`config.mk`:
```
export PLATFORM = sky130hd
export DESIGN_NAME = data_mem_arbiter
export DESIGN_NICKNAME = d
export VERILOG_FILES = /design/src/rtl/data_mem_arbiter.sv
export SDC_FILE = /design/constraint.sdc
export NUM_CORES = 1
export LEC_CHECK = 0
export CAP_MARGIN = 5
export CORE_AREA = 2 2 228 230
export CTS_CLUSTER_SIZE = 28
export DETAILED_ROUTE_END_ITERATION = 16
export DIE_AREA = 0 0 230 232
export PLACE_DENSITY = 0.54
export SLEW_MARGIN = 20
export SYNTH_ARGS = -nofsm -noshare
export SYNTH_HDL_FRONTEND = slang
export SYNTH_SLANG_ARGS = --single-unit
```
`constraint.sdc`:
```
create_clock -name clk -period 2 [get_ports clk]
set_clock_uncertainty 0.2 [all_clocks]
set_input_delay 0.4 -clock clk [delete_from_list [all_inputs] [get_ports clk]]
set_output_delay 0.4 -clock clk [all_outputs]
set_load 0.005 [all_outputs]
```
`src/rtl/data_mem_arbiter.sv`:
```
// -----------------------------------------------------------------------------
// data_mem_arbiter
//
// Two-port arbiter/sequencer in front of a single-ported data memory.
// Port 0 is the core load/store unit and port 1 is the debug/loader port.
// One transaction is accepted at a time. The request fields are latched at
// grant, driven onto the memory interface, and the read word is captured
// READ_LAT cycles after the issue cycle. It is returned with a one-cycle ack.
//
// Sequence: IDLE -> ISSUE -> (reads: WAIT x READ_LAT) -> RESP -> IDLE
//   write ack : cycle 2 after the request is seen in IDLE
//   read ack  : cycle 2 + READ_LAT after the request is seen in IDLE
//
// Build option:
//   DMEM_ARB_RR_EN defined   : round-robin arbitration with a 1-bit pointer.
//                              The pointer resets to 0, so port 0 is preferred.
//   DMEM_ARB_RR_EN undefined : fixed priority, and port 0 always wins.
//
// Parameters:
//   ADDR_W    address width
//   DATA_W    data width
//   READ_LAT  cycles after ISSUE before mem_read_data is valid (0..7)
//
// Ports:
//   clk, reset                  clock and synchronous active-high reset
//   pN_req/we/addr/wdata        port N request; req is held high until pN_ack
//   pN_ack, pN_rdata            one-cycle completion pulse; read data is valid
//                               with the ack, and is 0 for writes
//   mem_address/mem_write_data  memory address and write data; each holds the
//                               last latched value
//   mem_MemRead/mem_MemWrite    memory strobes
//   mem_read_data               memory read data
//   busy                        high whenever the sequencer is not idle
// -----------------------------------------------------------------------------
module data_mem_arbiter #(
    parameter int ADDR_W   = 64,
    parameter int DATA_W   = 64,
    parameter int READ_LAT = 1
) (
    input  logic              clk,
    input  logic              reset,

    input  logic              p0_req,
    input  logic              p0_we,
    input  logic [ADDR_W-1:0] p0_addr,
    input  logic [DATA_W-1:0] p0_wdata,
    output logic              p0_ack,
    output logic [DATA_W-1:0] p0_rdata,

    input  logic              p1_req,
    input  logic              p1_we,
    input  logic [ADDR_W-1:0] p1_addr,
    input  logic [DATA_W-1:0] p1_wdata,
    output logic              p1_ack,
    output logic [DATA_W-1:0] p1_rdata,

    output logic [ADDR_W-1:0] mem_address,
    output logic [DATA_W-1:0] mem_write_data,
    output logic              mem_MemRead,
    output logic              mem_MemWrite,
    input  logic [DATA_W-1:0] mem_read_data,

    output logic              busy
);

    localparam int CNT_W = 3;
    localparam logic [CNT_W-1:0] LAT_LOAD = CNT_W'(READ_LAT);

    typedef enum logic [1:0] {
        S_IDLE  = 2'd0,
        S_ISSUE = 2'd1,
        S_WAIT  = 2'd2,
        S_RESP  = 2'd3
    } state_t;

    state_t            state;
    state_t            state_next;

    // Transaction fields latched at grant. Later changes on the port pins are
    // ignored until the next grant.
    logic              lat_we;
    logic              lat_port;
    logic [ADDR_W-1:0] lat_addr;
    logic [DATA_W-1:0] lat_wdata;
    logic [DATA_W-1:0] rdata_q;
    logic [CNT_W-1:0]  cnt;

    logic              any_req;
    logic              grant_port;

    assign any_req = p0_req | p1_req;

    // -------------------------------------------------------------------------
    // Arbitration
    // -------------------------------------------------------------------------
`ifdef DMEM_ARB_RR_EN
    logic rr_ptr;

    // A lone requester always wins. On a tie, the pointer names the preferred
    // port.
    always_comb begin
        grant_port = p1_req;
        if (p0_req && p1_req) begin
            grant_port = rr_ptr;
        end
    end

    // After every grant, the pointer moves to prefer the port that lost.
    always_ff @(posedge clk) begin
        if (reset) begin
            rr_ptr <= 1'b0;
        end else if (state == S_IDLE && any_req) begin
            rr_ptr <= ~grant_port;
        end
    end
`else
    // Fixed priority: port 1 wins only when port 0 is not requesting.
    assign grant_port = p1_req & ~p0_req;
`endif

    // -------------------------------------------------------------------------
    // State register
    // -------------------------------------------------------------------------
    // NOTE: sequential state uses non-blocking assignments, so every flop
    // samples values from before the edge, whatever order the blocks run in.
    always_ff @(posedge clk) begin
        if (reset) begin
            state <= S_IDLE;
        end else begin
            state <= state_next;
        end
    end

    // -------------------------------------------------------------------------
    // Next-state logic
    // -------------------------------------------------------------------------
    // NOTE: state_next is given a default before the case statement. Every path
    // therefore assigns it, and no latch is inferred.
    always_comb begin
        state_next = state;
        unique case (state)
            S_IDLE: begin
                if (any_req) begin
                    state_next = S_ISSUE;
                end
            end
            S_ISSUE: begin
                if (lat_we || READ_LAT == 0) begin
                    state_next = S_RESP;
                end else begin
                    state_next = S_WAIT;
                end
            end
            S_WAIT: begin
                // The counter reaches zero on this edge, so the word is
                // captured here.
                if (cnt == CNT_W'(1)) begin
                    state_next = S_RESP;
                end
            end
            S_RESP: begin
                state_next = S_IDLE;
            end
            default: begin
                state_next = S_IDLE;
            end
        endcase
    end

    // -------------------------------------------------------------------------
    // Request latches, latency counter and read-data capture
    // -------------------------------------------------------------------------
    always_ff @(posedge clk) begin
        if (reset) begin
            lat_we    <= 1'b0;
            lat_port  <= 1'b0;
            lat_addr  <= '0;
            lat_wdata <= '0;
            rdata_q   <= '0;
            cnt       <= '0;
        end else begin
            unique case (state)
                S_IDLE: begin
                    if (any_req) begin
                        lat_port  <= grant_port;
                        lat_we    <= grant_port ? p1_we    : p0_we;
                        lat_addr  <= grant_port ? p1_addr  : p0_addr;
                        lat_wdata <= grant_port ? p1_wdata : p0_wdata;
                    end
                end
                S_ISSUE: begin
                    if (lat_we) begin
                        // A write returns zero on its ack.
                        rdata_q <= '0;
                    end else if (READ_LAT == 0) begin
                        rdata_q <= mem_read_data;
                    end else begin
                        cnt <= LAT_LOAD;
                    end
                end
                S_WAIT: begin
                    cnt <= cnt - CNT_W'(1);
                    if (cnt == CNT_W'(1)) begin
                        rdata_q <= mem_read_data;
                    end
                end
                default: begin
                end
            endcase
        end
    end

    // -------------------------------------------------------------------------
    // Outputs
    // -------------------------------------------------------------------------
    // The address and data ports come straight from the latches. They hold the
    // last granted values between transactions and read 0 after reset.
    assign mem_address    = lat_addr;
    assign mem_write_data = lat_wdata;
    assign mem_MemWrite   = (state == S_ISSUE) && lat_we;
    assign mem_MemRead    = ((state == S_ISSUE) && !lat_we) || (state == S_WAIT);
    assign busy           = (state != S_IDLE);

    assign p0_ack   = (state == S_RESP) && !lat_port;
    assign p1_ack   = (state == S_RESP) &&  lat_port;
    assign p0_rdata = p0_ack ? rdata_q : '0;
    assign p1_rdata = p1_ack ? rdata_q : '0;

endmodule

```
==> results <==
## cell usage after synthesis
library cell	instances	area (sq um)
mux2i_1	65	651
nor2_1	131	492
clkbuf_1	55	206
nand2b_1	69	432
a21o_1	1	7.51
buf_2	42	210
o21ai_0	3	15.0
a221oi_1	1	8.76
buf_4	6	45.0
buf_1	1	3.75
and2b_1	1	7.51
a211oi_2	1	12.5
nand3b_1	65	488
o21a_1	2	15.0
a211o_1	1	8.76
ha_1	8	100
and3_1	64	400
nor3b_1	1	7.51
dfxtp_1	199	3980
a21oi_1	4	20.0
inv_1	6	22.5
and2_1	67	419
a211oi_1	1	7.51
nor3_1	1	5.00
nor2b_1	5	31.3
a311oi_1	130	1140
buf_12	6	120
nand2_1	259	972
buf_6	12	135
## critical path: cells and delay by family (launching register included)
family	cells	cell delay (ns)
adders and majority gates	1	0.17
buffers and inverters	5	0.62
DFF	1	0.34
and+or+nand+nor	2	0.28
## logic make-up after synthesis
kind of cell,synth area share [%]
compound gates,12.4
fa+ha+maj,1.00
buf+inv,7.46
flops,40.0
mux,6.53
simple gates,32.7
## placed cells by master, fill, tap and decap left out, types with 29 or more instances in the layout
cell / count
a311oi_1: 98
a311oi_2: 32
and2_1: 29
and2_4: 38
and3_4: 58
buf_4: 50
buf_6: 79
clkbuf_16: 38
clkbuf_2: 80
clkdlybuf4s50_1: 450
dfxtp_1: 196
mux2i_1: 64
nand2_1: 259
nand2b_1: 68
nand3b_1: 65
nor2_1: 129
## registers in the layout, indices dropped and copies added, names as in the netlist
signal and flops:
cnt 3, rdata_q 64, state 2, mem_write_data 64, lat_we 1, mem_address 64, lat_port 1
## layout make-up
| class | count | area share (%) |
|---|---|---|
| clock buffers | 18 | 2.26 |
| inverters | 6 | 0.151 |
| repair buffers | 732 | 40.1 |
| diodes | 5 | 0.0658 |
| flip-flops and latches | 199 | 21.0 |
| multi-input cells | 880 | 31.0 |
| clock inverters | 14 | 0.914 |
| well taps | 680 | 4.47 |
## stage by stage
stage	total power, mW	worst slack, ns	cell area (sq um)
3_3_place_gp	13.7	-0.202	16900
3_5_place_dp	13.8	-0.221	16900
4_1_cts	17.9	-0.726	17700
2_1_floorplan	9.83	0.106	9970
6_report	20.1	-0.498	19000
5_1_grt	21.3	-0.568	19000
## metal layers
metal  part of all wire, %  GRT usage, %
met1                    39          17.8
met2                    51          28.6
met3                   7.4          5.69
met4                   2.6          6.63
met5                 0.046             0
## where the power goes
group	total (mW)	leakage (nW)	internal [mW]	switching [mW]
clock	3.76	0.289	1.98	1.78
sequential	5.62	1.64	4.97	0.655
combinational	10.7	5.56	6.05	4.69
## timing repair
item                                    CTS  global route
resized for setup                       100           505
setup buffers                             2            31
endpoints found under the setup margin  327           434
hold endpoints to repair                  0             0
pin swaps                                 1            48
gates cloned                              3            28
## worst max-delay path by stage
stage,from,to,depth (start not counted)
2_1_floorplan,state[1]$_SDFFE_PP0P_,p0_rdata[10],5
3_3_place_gp,p1_req,mem_write_data[21]$_SDFFE_PP0P_,6
3_5_place_dp,p1_req,mem_address[45]$_SDFFE_PP0P_,6
4_1_cts,state[0]$_SDFFE_PP0P_,p1_rdata[34],6
5_1_grt,state[1]$_SDFFE_PP0P_,p0_rdata[54],8
6_report,state[1]$_SDFFE_PP0P_,p0_rdata[54],8
==> reports/results.txt <==
Post-route ant nets - 0
Chip height - 232 um
Worst-path clk slew - 0.07 ns
Fin. Hold Viols - 0
RSZ-0062 raised after global routing - yes
Unique masters post-synth - 29
DRC - 0
Core Area - 50900 sq um
Fraction of layout cells with a size suffix above 1 - 24.7%
Syn Nets - 1541
Failing checks - setup timing
PD cells - 1060 nW/um^2
Antenna violations before repair - 8
R2R depth - 9
Hold EP - rdata_q[54]$_SDFFE_PP0P_
Syn Inst Count - 1207
Synthesis-to-finish area growth - 90.9%
# IOs - 587
Multi-input gate area - 5910 sq um
Final WS setup - -0.498 ns
Hold Path Origin - reset
CTS root buffer - clkbuf_16
Hold Crit Class - input port to flip-flop
PortBufs - 586
Dpl cells - 2435
Worst Max-Slew Pin Slew - 0.310 ns
Drt total wl - 49900 um
Crit path largest cell delay - 0.34 ns
Nets - 2170
Tmin final - 2.50 ns
Clock Latency Late Sink - 0.49 ns
Slew headroom - 79.3%
Cts hold-fix bufs - 0
Placer Congestion - 0.842
Final Non-Filler Cells - 2534
Setup TNS - -52.41 ns
CTS max path bufs - 2
Fillers - 5179
Worst-path fanout max - 7
Total GRT Usage - 16.2%
First-pass iteration count of the detailed router - 5
Leak - 7.49 nW
Final Cycle Share - 125%
Total CTS buffers - 17
CP required - 1.40 ns
Number of global-route vias before repair - 10800
Chip width - 230 um
Starting Density - 19.6%
Worst path slowest cell - dfxtp_2
Die area - 53400 sq um
Global route overflow - 0
Final setup fails - 215
R2r endpoint - rdata_q[0]$_SDFFE_PP0P_
Hold WS - 0.193 ns
Num rows - 83
Max-Cap Viols - 0
Sequential area share after synthesis - 40.0%
Crit path capture type - output port
Hpwl dp - 34500 um
Worst path cell trace - ha_4 -> nor2b_4 -> buf_12 -> buf_6 -> clkbuf_16 -> buf_6 -> and2_4 -> buf_6
Crit path launch type - flip-flop
Vias post-DR - 11300
Cell mode on critical path - buf_6
CP arrival - 1.90 ns
Global-route wire length before repair - 65600 um
R2R Path Start - state[0]$_SDFFE_PP0P_
CTS sink count - 199
Detailed Route Iter0 Violations - 318
Via density - 4.46
Fmax - 0.400 GHz
Mean routed wirelength per cell - 19.7 um
Hold Path Stages - 3
Reg2Reg Setup Slack - -0.12 ns
H-tree levels - 4
Worst vdd ir - 0.470 mV
Post-synthesis cell area - 9970 sq um
Largest net degree at the start of global routing - 67
Ys Warns - 0
Max-slew violation count - 0
FF+latch area - 3990 sq um
Synthesized flop and latch total - 199
Final core occ - 37.4%
Crit path kind - flip-flop to output port
Status - finished, violations left
TritonCTS clock tree - built
Avg Cell Area, Syn - 8.26 sq um
(Power assumes the default switching activity.)
